--- config.mk ---
export PLATFORM = sky130hd
export DESIGN_NAME = imem_boot_loader
export DESIGN_NICKNAME = d
export VERILOG_FILES = /design/src/rtl/imem_boot_loader.sv
export SDC_FILE = /design/constraint.sdc
export NUM_CORES = 1
export LEC_CHECK = 0
export BUFFER_PORTS_ARGS = -buffer_cell sky130_fd_sc_hd__buf_2
export CAP_MARGIN = 20
export CORE_MARGIN = 10
export CORE_UTILIZATION = 58
export DETAILED_ROUTE_END_ITERATION = 7
export PLACE_DENSITY = 0.8
export SYNTH_ARGS = -nofsm -noshare
export SYNTH_HDL_FRONTEND = slang
export SYNTH_SLANG_ARGS = --single-unit
--- constraint.sdc ---
create_clock -name clk -period 3.6 [get_ports clk]
set_clock_uncertainty 0.15 [all_clocks]
set_input_delay 0.18 -clock clk [delete_from_list [all_inputs] [get_ports clk]]
set_output_delay 0.18 -clock clk [all_outputs]
set_load 0.005 [all_outputs]
--- src/rtl/imem_boot_loader.sv ---
// imem_boot_loader
// Receives a framed program image (count lo, count hi, 4*N payload bytes,
// checksum) over a valid/ready byte stream. It assembles little-endian
// 32-bit words and writes them to instruction memory, then releases the
// core (resetpc) once the checksum has been verified.
// 4*MAX_WORDS must not exceed 2**ADDR_W, so that every word address fits.
module imem_boot_loader #(
    parameter int ADDR_W    = 9,
    parameter int MAX_WORDS = 128
) (
    input  logic              clk,
    input  logic              reset,
    input  logic [7:0]        rx_data,
    input  logic              rx_valid,
    output logic              rx_ready,
    output logic              we0,
    output logic [ADDR_W-1:0] wr_addr0,
    output logic [31:0]       wr_din0,
    output logic              resetpc,
    output logic              busy,
    output logic              error
);

    localparam int IDX_W = $clog2(MAX_WORDS + 1);

    typedef enum logic [2:0] {
        ST_IDLE = 3'd0,
        ST_HDR1 = 3'd1,
        ST_DATA = 3'd2,
        ST_CHK  = 3'd3,
        ST_DONE = 3'd4,
        ST_ERR  = 3'd5
    } state_t;

    state_t              state_q,  state_d;
    logic [7:0]          cnt_lo_q, cnt_lo_d;
    logic [IDX_W-1:0]    last_q,   last_d;
    logic [IDX_W-1:0]    idx_q,    idx_d;
    logic [1:0]          bsel_q,   bsel_d;
    logic [23:0]         asm_q,    asm_d;
    logic [7:0]          sum_q,    sum_d;
    logic                we_q,     we_d;
    logic [ADDR_W-1:0]   addr_q,   addr_d;
    logic [31:0]         din_q,    din_d;
    logic                rdy_q,    rdy_d;
    logic                busy_q,   busy_d;
    logic                rpc_q,    rpc_d;
    logic                err_q,    err_d;

    logic                accept_s;
    logic [15:0]         count_s;

    // A byte is consumed only when offered while the registered ready is high.
    assign accept_s = rx_valid & rdy_q;
    // Full 16-bit word count, valid while the high count byte is on rx_data.
    assign count_s  = {rx_data, cnt_lo_q};

    // Next-state logic: frame parsing, word assembly, checksum and status.
    always_comb begin
        state_d  = state_q;
        cnt_lo_d = cnt_lo_q;
        last_d   = last_q;
        idx_d    = idx_q;
        bsel_d   = bsel_q;
        asm_d    = asm_q;
        sum_d    = sum_q;
        we_d     = 1'b0;
        addr_d   = addr_q;
        din_d    = din_q;

        case (state_q)
            ST_IDLE: begin
                if (accept_s) begin
                    cnt_lo_d = rx_data;
                    sum_d    = sum_q + rx_data;
                    state_d  = ST_HDR1;
                end else begin
                    state_d  = ST_IDLE;
                end
            end
            ST_HDR1: begin
                if (accept_s) begin
                    sum_d = sum_q + rx_data;
                    if ((count_s == 16'd0) || (count_s > 16'(MAX_WORDS))) begin
                        state_d = ST_ERR;
                    end else begin
                        last_d  = IDX_W'(count_s - 16'd1);
                        idx_d   = '0;
                        bsel_d  = 2'd0;
                        state_d = ST_DATA;
                    end
                end else begin
                    state_d = ST_HDR1;
                end
            end
            ST_DATA: begin
                if (accept_s) begin
                    sum_d = sum_q + rx_data;
                    if (bsel_q == 2'd3) begin
                        // Fourth byte completes the word: issue the write now.
                        we_d   = 1'b1;
                        addr_d = ADDR_W'({idx_q, 2'b00});
                        din_d  = {rx_data, asm_q};
                        bsel_d = 2'd0;
                        if (idx_q == last_q) begin
                            state_d = ST_CHK;
                        end else begin
                            idx_d = idx_q + {{(IDX_W-1){1'b0}}, 1'b1};
                        end
                    end else begin
                        // Shift right so the first byte ends up as the LSB.
                        asm_d  = {rx_data, asm_q[23:8]};
                        bsel_d = bsel_q + 2'd1;
                    end
                end else begin
                    state_d = ST_DATA;
                end
            end
            ST_CHK: begin
                if (accept_s) begin
                    if (rx_data == sum_q) begin
                        state_d = ST_DONE;
                    end else begin
                        state_d = ST_ERR;
                    end
                end else begin
                    state_d = ST_CHK;
                end
            end
            ST_DONE: state_d = ST_DONE;
            ST_ERR:  state_d = ST_ERR;
            default: state_d = ST_ERR;
        endcase

        // Status outputs are decoded from the next state and registered.
        rdy_d  = (state_d == ST_IDLE) || (state_d == ST_HDR1) ||
                 (state_d == ST_DATA) || (state_d == ST_CHK);
        busy_d = (state_d == ST_HDR1) || (state_d == ST_DATA) ||
                 (state_d == ST_CHK);
        rpc_d  = (state_d == ST_DONE);
        err_d  = (state_d == ST_ERR);
    end

    // State and output registers; reset drops everything asynchronously.
    always_ff @(posedge clk or posedge reset) begin
        if (reset) begin
            state_q  <= ST_IDLE;
            cnt_lo_q <= 8'd0;
            last_q   <= '0;
            idx_q    <= '0;
            bsel_q   <= 2'd0;
            asm_q    <= 24'd0;
            sum_q    <= 8'd0;
            we_q     <= 1'b0;
            addr_q   <= '0;
            din_q    <= 32'd0;
            rdy_q    <= 1'b0;
            busy_q   <= 1'b0;
            rpc_q    <= 1'b0;
            err_q    <= 1'b0;
        end else begin
            state_q  <= state_d;
            cnt_lo_q <= cnt_lo_d;
            last_q   <= last_d;
            idx_q    <= idx_d;
            bsel_q   <= bsel_d;
            asm_q    <= asm_d;
            sum_q    <= sum_d;
            we_q     <= we_d;
            addr_q   <= addr_d;
            din_q    <= din_d;
            rdy_q    <= rdy_d;
            busy_q   <= busy_d;
            rpc_q    <= rpc_d;
            err_q    <= err_d;
        end
    end

    assign rx_ready = rdy_q;
    assign we0      = we_q;
    assign wr_addr0 = addr_q;
    assign wr_din0  = din_q;
    assign resetpc  = rpc_q;
    assign busy     = busy_q;
    assign error    = err_q;

endmodule

Word level (Yosys, flattened, before mapping)
Index checks and enable logic that the tools add are counted.
- register bits after elaboration: 105
- bits of input ports: 11
- word-level logic and storage cells: 80
- add/sub/neg operators: 4
- magnitude comparators: 1
- eq/ne operators: 17
- mux-type cells: 23
- bitwise gates (word level): 3
- reduce and logical (&&, ||, !) cells: 18
- operators by type and width (kind ; number):
    8-bit 2-to-1 mux ; 5
    3-bit 2-to-1 mux ; 6
    8-bit == test ; 2
    16-bit by 8-bit > comparator with 1-bit output, second input constant ; 1
    16-bit logical NOT ; 1
    8-bit case mux with 2 select lines ; 1
    3-bit case mux with 5 select lines ; 1
    3-bit by 2-bit == test with 1-bit output, second input constant ; 4
    2-bit != test, second input constant ; 5
    3-bit == test, second input constant ; 3
    3-bit AND reduction ; 3
    8-bit by 1-bit adder with 8-bit output, second input constant ; 1
    8-bit adder ; 1
    2-bit 2-to-1 mux ; 4
    8-bit by 1-bit subtractor with 8-bit output, second input constant ; 1
    3-bit by 1-bit == test with 1-bit output, second input constant ; 2
    3-bit logical NOT ; 2
    1-bit logical OR ; 6
    6-bit AND reduction ; 1
    1-bit 2-to-1 mux ; 5
    2-bit case mux with 2 select lines ; 1
    2-bit AND reduction ; 2
    4-bit AND reduction ; 1
    3-bit OR reduction ; 1
    5 further kinds ; 6

Depth between registers and ports, before layout
Gate-level depths: netlist of run 1.
- depth after elaboration: 9
- gate-level depth with buffers: 9

Worst setup path before layout of run 1
Ideal clock, no wire load.
- path kind: register to register
- from: register cnt_lo_q[2]
- to: register idx_q[7]
- library setup time: 0.127 ns
- arrival time: 2.460 ns
- data required time: 3.323 ns
- slack: 0.863 ns
- cell stages (with the launch flop): 7
- path buffers: 0
- cell sequence: dfrtp_1 > or4_4 > o31a_4 > nor3_4 > a32oi_2 > or4_1 > mux2_1
- word-level cells in the longest chain between the ends: 4
- elaborated cells between the ends (all ways): 5
- those cells by class: order compare: 1; eq/ne: 1; reduce/logical: 3
- RTL lines (what ; line ; RTL):
    start: declaration ; 36 ; logic [7:0] cnt_lo_q, cnt_lo_d;
    start signal: assignment ; 163 ; cnt_lo_q <= cnt_lo_d;
    16-bit by 8-bit > comparator with 1-bit output or 16-bit logical NOT (tied branches) ; 84 ; if ((count_s == 16'd0) || (count_s > 16'(MAX_WORDS))) begin
    1-bit logical OR * ; 84 ;
    2-bit != test (no line) * ; -- ;
    6-bit AND reduction (no line) * ; -- ;
    end signal: assignment ; 165 ; idx_q <= idx_d;
    end: declaration ; 38 ; logic [IDX_W-1:0] idx_q, idx_d;
Every way passes the cells marked *; elsewhere a longest branch is shown, timed or not.
A chain may end at the register's enable or synchronous reset.

Final worst setup path of run 1
Ends and elaborated chain as after synthesis.

==> results.cfg, run 1 <==
[clock_network]
post_cts_buffers = 0
clk_latency_ns = 0.37
cts.clk_slew.worst_paths_ns = 0.10
cts_buffers = 9
cts_tree = built
cts_buffer_depth = 2
ctsRootBufferMaster = clkbuf_8
htree_levels = 3
cts_sinks = 105
post_cts_resized = 0

[synth]
synth_xor_area_frac = 0.0388
synthMuxAreaShare = 0.0850
syn_inst = 459
synth.most_common_cell = nand2_1
seq_area_frac_synth = 0.555
synth_cell_types = 50
synth_top_area_cell = dfrtp_1
syn_avg_cell_area_um2 = 10.3
synth_top_area_frac = 0.555
syn_area_um2 = 4740
synth_top_family_by_area = simple AND/OR/NAND/NOR gates
async_reset_ff_frac = 1.00
synth-compound-area-share = 0.0681
synth-edff-count = 0
yosysWarnings = 0
ys_top_cells_by_area = dfrtp_1 55%, nand2_1 11%, mux2_2 7.8%
synthAdderAreaFrac = 0.0333
yosys_most_used_dff = dfrtp_1
synth-simple-area-share = 0.191
ys_top_cells_by_count = 134 x nand2_1, 105 x dfrtp_1, 33 x mux2_2
ys_seq_elements = 105

[global_routing]
grt_pass1_vias = 3365
antenna_found_initial = 0
overflow = 0
grt_max_degree = 42
grt_pass1_wl_mm = 16.6
grt_usage = 0.173

[setup_path]
critPathLaunchType = register
crit_path_end_kind = register
worstSetupPathType = register to register
crit_arrival_ns = 3.01
crit_fanout = 7
required_ns = 3.70

[floorplanning]
core-area_um2 = 7850
initial_core_util = 0.604
row_count = 32
die-area_um2 = 12200
die_h_um = 110
die_w_um = 110
io_pins = 57

[finish]
seq_area_um2 = 2630
multi_input_area_um2 = 1990
final_area_um2 = 5410
layout.nets = 545
syn_to_final_growth_pct = 14.3
drive_above_1_share = 0.226
nFillCells = 597
antenna_cells = 0

[job]
drv_cap = 0

[placement]
routabilityCongestion = 0.902
port-buffer-count = 54
post-dp-hpwl_mm = 7.11
place_area_um2 = 5110

[hold_path]
hold_class = input port to register

[route]
wl_per_cell_um = 16.2
drt_iter0_drc = 232
firstDrtPassIters = 5
antenna_left = 0
routed_wirelength_mm = 10.2
vias_per_cell = 5.48
drc = 0
vias = 3450

[timing]
rsz0062_at_grt = false
setup_viol = 0
relSlewSlack = 0.477
fin_crit_ns = 2.91
finalHoldViolCount = 0
min_period_over_period = 0.808
tightestPinTransition_ns = 0.783
max_freq_ghz = 0.344
drv_slew = 0
tns_ns = 0

[power]
ir_drop_uv = 412
p_leak_nw = 2.91
pwr_density_cell_nw_per_um2 = 507

[run_status]
status = completed
-- logic make-up after synthesis --
| kind of cell | count (synthesis) |
|---|---|
| simple gates | 204 |
| mux | 36 |
| xor+xnor | 21 |
| compound gates | 47 |
| fa+ha+maj | 12 |
| buf+inv | 33 |
| flops | 105 |
| other cells | 1 |
-- timing repair --
action,4_1_cts,5_1_grt
endpoints found under the setup margin,0,0
hold buffers,9,0
hold endpoints to repair,49,0
-- layer usage --
layer / wire (um) / global-route usage
met1: 4320 / 0.229
met2: 4990 / 0.280
met3: 725 / 0.0400
met4: 127 / 0.0505
met5: 0 / 0
-- cells in the final DEF, fill, tap and decap left out, drive strengths merged, types with 2 or more instances in the layout --
cell type,Yosys,layout
o31a,2,2
clkinvlp,0,2
or4,4,4
nand2b,3,3
nand2,134,134
o31ai,2,2
nand3,5,5
o21a,2,2
buf,7,60
conb,1,2
xor2,15,15
dfrtp,105,105
and2,3,3
mux2i,2,2
xnor2,6,6
nor3,8,8
nor2,22,22
nor2b,4,4
a32oi,3,3
clkbuf,11,9
mux2,34,34
o21ai,15,15
ha,11,11
dlygate4sd3,0,9
nor4,13,13
a211oi,2,2
or3,3,3
a21oi,11,11
inv,15,18
a21o,2,2
-- per-stage QoR --
| stage | utilization | hold WS [ns] | total power, mW | std cells | setup slack [ns] |
|---|---|---|---|---|---|
| after global placement | 0.652 | 0.0836 | 1.96 | 604 | 0.764 |
| after global routing | 0.690 | 0.135 | 2.89 | 629 | 0.586 |
| final | 0.690 | 0.0890 | 2.75 | 629 | 0.692 |
| after detailed placement | 0.652 | 0.0925 | 1.99 | 604 | 0.739 |
| after CTS | 0.690 | 0.0863 | 2.75 | 629 | 0.693 |
| after floorplan | - | 0.143 | 1.84 | 460 | 0.509 |
-- path summary, 6_finish.rpt --
kind	startpoint	to	slack [ns]	cells after the start
min	rx_valid	state_q[1]	0.09	4
min reg2reg	wr_addr0[3]	wr_addr0[3]	0.32	2
max in group asynchronous	reset	asm_q[6]	2.19	4
max	cnt_lo_q[2]	idx_q[7]	0.69	6
min in group asynchronous	reset	idx_q[4]	0.23	3
max reg2reg	cnt_lo_q[2]	idx_q[7]	0.69	6
-- flip-flops by register name (all words and copies together) (netlist names) --
signal	cells
state_q	3
wr_addr0	7
rx_ready	1
resetpc	1
cnt_lo_q	8
last_q	8
idx_q	8
sum_q	8
we0	1
bsel_q	2
busy	1
asm_q	24
wr_din0	32
error	1
-- area by class of cell --
type | count | area share
clock buffers | 9 | 0.0229
clock inverters | 7 | 0.0157
inverters | 15 | 0.0109
multi-input cells | 322 | 0.367
flip-flops and latches | 105 | 0.485
well taps | 102 | 0.0236
repair buffers | 69 | 0.0749
-- worst max-delay path: stages (launching register included) --
cell     delay (ns)
dfrtp_1        0.46
or4_4          0.58
o31a_4         0.32
nor3_4         0.23
a32oi_2        0.21
or4_1          0.52
mux2_1         0.33
-- where the power goes --
group	total [mW]	leakage, nW	switching (mW)	internal (mW)
logic	0.613	1.37	0.338	0.275
registers	1.37	1.43	0.0975	1.27
clock network	0.765	0.0999	0.430	0.335
total	2.75	2.91	0.865	1.88
Note: power is estimated with default switching activity, not from simulation.
==> inputs of run 2 (changes only) <==
--- a/config.mk
+++ b/config.mk
@@ -8,9 +8,9 @@
 export BUFFER_PORTS_ARGS = -buffer_cell sky130_fd_sc_hd__buf_2
 export CAP_MARGIN = 20
 export CORE_MARGIN = 10
-export CORE_UTILIZATION = 58
+export CORE_UTILIZATION = 52
 export DETAILED_ROUTE_END_ITERATION = 7
-export PLACE_DENSITY = 0.8
+export PLACE_DENSITY = 0.75
 export SYNTH_ARGS = -nofsm -noshare
 export SYNTH_HDL_FRONTEND = slang
 export SYNTH_SLANG_ARGS = --single-unit
==> constraint.sdc (replaced) <==
create_clock -name clk -period 2.3 [get_ports clk]
set_clock_uncertainty 0.15 [all_clocks]
set_input_delay 0.115 -clock clk [delete_from_list [all_inputs] [get_ports clk]]
set_output_delay 0.115 -clock clk [all_outputs]
set_load 0.005 [all_outputs]
==> run 2 against run 1 <==
Net effect: the flow now finishes with violations (setup timing); routed wire length rose by 9.4%; combinational power is 150% higher; first-iteration DRC count down 33%; sequential cell count unchanged; global-route usage shrank 0.47 points; critical path type unchanged; setup slack got worse by 1.0 ns; cell count is 8.7% higher; via count rose by 7.6%; non-clock buffer count increased by 49; critical path depth unchanged.
==> results.cfg, run 2 (synthesis gave the netlist of run 1 again) <==
[run_status]
status = finished with violations
violations = setup timing

[global_routing]
grt_max_degree = 52
grt_pass1_wl_mm = 18.3
overflow = 0
grt_usage = 0.169
antenna_found_initial = 0
grt_pass1_vias = 3794

[setup_path]
crit_chain = or4_4 -> o31a_4 -> nor3_4 -> a32oi_2 -> or4_4 -> mux2_4
r2r_end = idx_q[7]
rr_worst_depth = 6
required_ns = 2.41
worstSetupPathType = register to register
max_stage_delay_ns = 0.55
cp_common_cell = or4_4
slowest_stage = or4_4
reg2reg_slack_ns = -0.33
crit_path_end_kind = register
critPathLaunchType = register
crit_fanout = 2
crit_arrival_ns = 2.74
r2r-start = cnt_lo_q[2]

[finish]
antenna_cells = 0
layout_common_cells = 134 x nand2_1, 105 x dfrtp_1, 54 x buf_2, 48 x buf_4, 33 x mux2_2
final_common_cell = nand2_1
utilization = 0.680
multi_input_area_um2 = 2120
layout.nets = 594
seq_area_um2 = 2630
nFillCells = 649
largest_reg_flops = 32
final_area_um2 = 5990
drive_above_1_share = 0.325
syn_to_final_growth_pct = 26.4

[timing]
max_freq_ghz = 0.381
rsz0062_at_grt = true
drv_slew = 0
fin_ws_ns = -0.327
relSlewSlack = 0.573
hold_ws_ns = 0.0417
tns_ns = -3.22
setup_viol = 21
min_period_over_period = 1.14
fin_crit_ns = 2.63
finalHoldViolCount = 0
tightestPinTransition_ns = 0.639

[clock_network]
cts_buffer_depth = 2
cts.clk_slew.worst_paths_ns = 0.11
cts_sinks = 105
cts_tree = built
htree_levels = 3
cts_buffers = 9
ctsRootBufferMaster = clkbuf_8
clk_latency_ns = 0.37

[floorplanning]
die-area_um2 = 13300
io_pins = 57
die_h_um = 115
die_w_um = 115
row_count = 34
core-area_um2 = 8810
initial_core_util = 0.538

[route]
wl_per_cell_um = 16.3
routed_wirelength_mm = 11.1
drt_iter0_drc = 155
drc = 0
firstDrtPassIters = 4
antenna_left = 0
vias = 3711
vias_per_cell = 5.43

[hold_path]
whs_path_depth = 4
hold-path-endpoint = rx_ready
min_from = rx_valid
hold_class = input port to register

[placement]
routabilityCongestion = 0.853
post-dp-hpwl_mm = 7.85
place_area_um2 = 5510
port-buffer-count = 54

[power]
pwr_density_cell_nw_per_um2 = 801
ir_drop_uv = 580
p_leak_nw = 3.21
p_total_mw = 4.80

[job]
drv_cap = 0
[run 2: cell count changes in the layout (fill, tap and decap cells not counted), moves of 2 or more]
| cell | delta |
|---|---|
| buf_4 | +42 |
| buf_12 | +4 |
| o21ai_0 | -4 |
| clkinv_8 | +3 |
| nor4_1 | -3 |
| buf_6 | +2 |
| ha_1 | -2 |
| inv_6 | +2 |
| inv_8 | -2 |
| nor4_4 | +2 |
| o21ai_1 | +2 |
| o21ai_2 | +2 |
[run 2: worst max path at each step]
stage,startpoint,to,slack (ns),cells after the start
final,cnt_lo_q[2],idx_q[7],-0.33,6
after floorplan,cnt_lo_q[2],idx_q[7],-0.43,6
after detailed placement,cnt_lo_q[2],last_q[6],-0.42,8
after global routing,cnt_lo_q[2],idx_q[7],-0.39,6
after CTS,cnt_lo_q[2],idx_q[7],-0.28,6
after global placement,cnt_lo_q[2],idx_q[7],-0.28,6
[run 2: layout make-up]
class | count | area share
sequential | 105 | 0.439
multi-input combinational | 322 | 0.354
timing repair buffer | 118 | 0.139
tap | 108 | 0.0226
clock buffer | 9 | 0.0207
clock inverter | 7 | 0.0153
inverter | 15 | 0.0100
[run 2: routing by layer]
| layer | track usage | vias up | wire [um] |
|---|---|---|---|
| met2 | 0.281 | 85 | 5510 |
| met5 | 0 | - | 0 |
| li1 | - | 1775 | - |
| met4 | 0.0515 | 0 | 266 |
| met1 | 0.216 | 1828 | 4770 |
| met3 | 0.0357 | 23 | 580 |
[run 2: worst max-delay path, delay by kind of cell (launching register included)]
kind,cells,cell delay [ns]
and+or+nand+nor,3,1.22
AOI/OAI and AO/OA,2,0.44
DFF,1,0.40
muxes,1,0.31
[run 2: metrics by stage]
step	cells	setup slack (ns)
6_report	684	-0.327
5_1_grt	684	-0.395
4_1_cts	683	-0.281
3_5_place_dp	656	-0.420
3_3_place_gp	656	-0.282
2_1_floorplan	460	-0.430
[run 2: what timing repair did]
action	4_1_cts	5_1_grt
endpoints found under the setup margin	24	26
endpoints found under the hold margin	45	0
pin swaps	6	12
resized for setup	12	23
buffers inserted	2	2
hold buffers	10	0
[run 2: report_power, final]
part / switching, mW / total (mW) / internal [mW] / leakage [nW]
Sequential: 0.124 / 2.12 / 1.99 / 1.43
Clock: 0.721 / 1.17 / 0.447 / 0.106
Combinational: 0.746 / 1.51 / 0.768 / 1.67
==> inputs of run 3 (changes only) <==
--- a/config.mk
+++ b/config.mk
@@ -8,9 +8,9 @@
 export BUFFER_PORTS_ARGS = -buffer_cell sky130_fd_sc_hd__buf_2
 export CAP_MARGIN = 20
 export CORE_MARGIN = 10
-export CORE_UTILIZATION = 52
+export CORE_UTILIZATION = 58
 export DETAILED_ROUTE_END_ITERATION = 7
-export PLACE_DENSITY = 0.75
+export PLACE_DENSITY = 0.8
 export SYNTH_ARGS = -nofsm -noshare
 export SYNTH_HDL_FRONTEND = slang
 export SYNTH_SLANG_ARGS = --single-unit
==> constraint.sdc (replaced) <==
create_clock -name clk -period 2.7 [get_ports clk]
set_clock_uncertainty 0.15 [all_clocks]
set_input_delay 0.405 -clock clk [delete_from_list [all_inputs] [get_ports clk]]
set_output_delay 0.405 -clock clk [all_outputs]
set_load 0.005 [all_outputs]
==> run 3 against run 2 <==
Net effect: the flow finishes with violations (hold timing); first-iteration DRC count up 37%; register-to-register slack gained 0.37 ns; hold slack worse by 0.077 ns; critical endpoint unchanged; final area shrank 8.8%; cell count down 7.6%; combinational power fell by 41%.
==> results.cfg, run 3 (synthesis gave the netlist of run 1 again) <==
[run_status]
status = finished with violations
violations = hold timing

[power]
clkPwrFrac = 0.273
p_int_mw = 2.49
p_leak_nw = 2.94
pwr_density_cell_nw_per_um2 = 680
swShare = 0.328
ir_drop_uv = 490
switching_power_mw = 1.22
combPwrFrac = 0.240
seq_power_share = 0.486

[placement]
routabilityCongestion = 0.874
port-buffer-count = 54
dp_slack_ns = 0.0504
post-dp-hpwl_mm = 7.09

[finish]
nFillCells = 634
syn_to_final_growth_pct = 15.3
largest_reg_flops = 32
final_common_cell = nand2_1
antenna_cells = 0
drive_above_1_share = 0.253
layout.nets = 548
layout_common_cells = 134 x nand2_1, 105 x dfrtp_1, 54 x buf_2, 33 x mux2_2, 22 x nor2_1

[timing]
relSlewSlack = 0.623
max_freq_ghz = 0.376
drv_slew = 0
hold_ws_ns = -0.0354
fin_ws_ns = 0.0421
min_period_over_period = 0.984
tightestPinTransition_ns = 0.566
fin_crit_ns = 2.66
rsz0062_at_grt = false
finalHoldViolCount = 11
setup_viol = 0

[floorplanning]
initial_core_util = 0.604
die-area_um2 = 12200
die_h_um = 110
row_count = 32
io_pins = 57
die_w_um = 110
core-area_um2 = 7850

[setup_path]
crit_arrival_ns = 2.78
critPathLaunchType = register
slowest_stage = or4_4
crit_fanout = 4
r2r-start = cnt_lo_q[2]
required_ns = 2.82
crit_path_end_kind = register
max_stage_delay_ns = 0.56
startpoint = cnt_lo_q[2]
crit_chain = or4_4 -> o31a_4 -> nor3_4 -> a32oi_2 -> or4_1 -> mux2_1
worstSetupPathType = register to register

[clock_network]
ctsHoldBuffers = 0
clk_latency_ns = 0.38
cts_sinks = 105
cts.clk_slew.worst_paths_ns = 0.11
ctsRootBufferMaster = clkbuf_8
cts_buffer_depth = 2
cts_tree = built
htree_levels = 3
cts_buffers = 9

[route]
antenna_left = 0
routed_wirelength_mm = 9.85
drc = 0
firstDrtPassIters = 4
vias = 3448
vias_per_cell = 5.46
wl_per_cell_um = 15.6
drt_iter0_drc = 212

[global_routing]
grt_pass1_vias = 3348
grt_max_degree = 106
antenna_found_initial = 0
grt_usage = 0.170
overflow = 0
grt_pass1_wl_mm = 16.4

[hold_path]
hold_class = input port to asynchronous set/reset pin

[job]
drv_cap = 0
-- run 3: cell types whose count changed in the layout (fill, tap and decap cells not counted), sizes merged --
cell,delta
buf,-36
dlygate4sd3,-10
-- run 3: final cells by class --
class | count | area (um2) | share of cell area
Timing Repair Buffer | 72 | 430 | 0.0788
Inverter | 15 | 60.1 | 0.0110
Clock inverter | 7 | 93.8 | 0.0172
Tap cell | 102 | 128 | 0.0234
Sequential cell | 105 | 2630 | 0.481
Multi-Input combinational cell | 322 | 2000 | 0.366
Clock buffer | 9 | 124 | 0.0227
-- run 3: layer usage --
metal | track usage | part of all wire
met1 | 0.231 | 0.46
met2 | 0.266 | 0.48
met3 | 0.0348 | 0.053
met4 | 0.0615 | 0.013
met5 | 0 | 0
-- run 3: final timing paths --
check / slack (ns) / depth (start not counted) / endpoint
min in group clk: 0.14 / 3 / wr_din0[24]
worst max register to register: 0.04 / 6 / idx_q[7]
worst min register to register: 0.32 / 2 / wr_din0[28]
worst max-delay path: 0.04 / 6 / idx_q[7]
max in group asynchronous: 1.98 / 3 / we0
worst min-delay path: -0.04 / 3 / wr_addr0[7]
-- run 3: critical path: cells and delay by family, from the launching register on --
family           cells  cell delay, ns
AND/OR/NAND/NOR      3            1.23
AO/OA/AOI/OAI        2            0.45
flip-flops           1            0.40
multiplexers         1            0.32
-- run 3: metrics by stage --
step                      utilization  std cells  instance area [um2]  total power [mW]  TNS (ns)
after global routing            0.696        632                 5460              3.92         0
after floorplan                     -        460                 4750              2.46   -0.0328
after CTS                       0.694        631                 5450              3.71         0
final                           0.696        632                 5460              3.71         0
after global placement          0.666        615                 5220              2.66         0
after detailed placement        0.666        615                 5220              2.70         0
-- run 3: what timing repair did --
action                     in CTS  in global routing
buffers inserted                0                  1
setup endpoints to repair       2                  9
hold endpoints to repair        0                  0
pin swaps                       0                  2
resized for setup               1                  3
-- run 3: power groups by stage --
stage	registers, mW	logic [mW]	clock network [mW]
CTS	1.80	0.876	1.03
floorplan	1.81	0.645	0
global route	1.82	0.997	1.10
detailed placement	1.83	0.866	0
finish	1.81	0.892	1.02
global placement	1.83	0.835	0
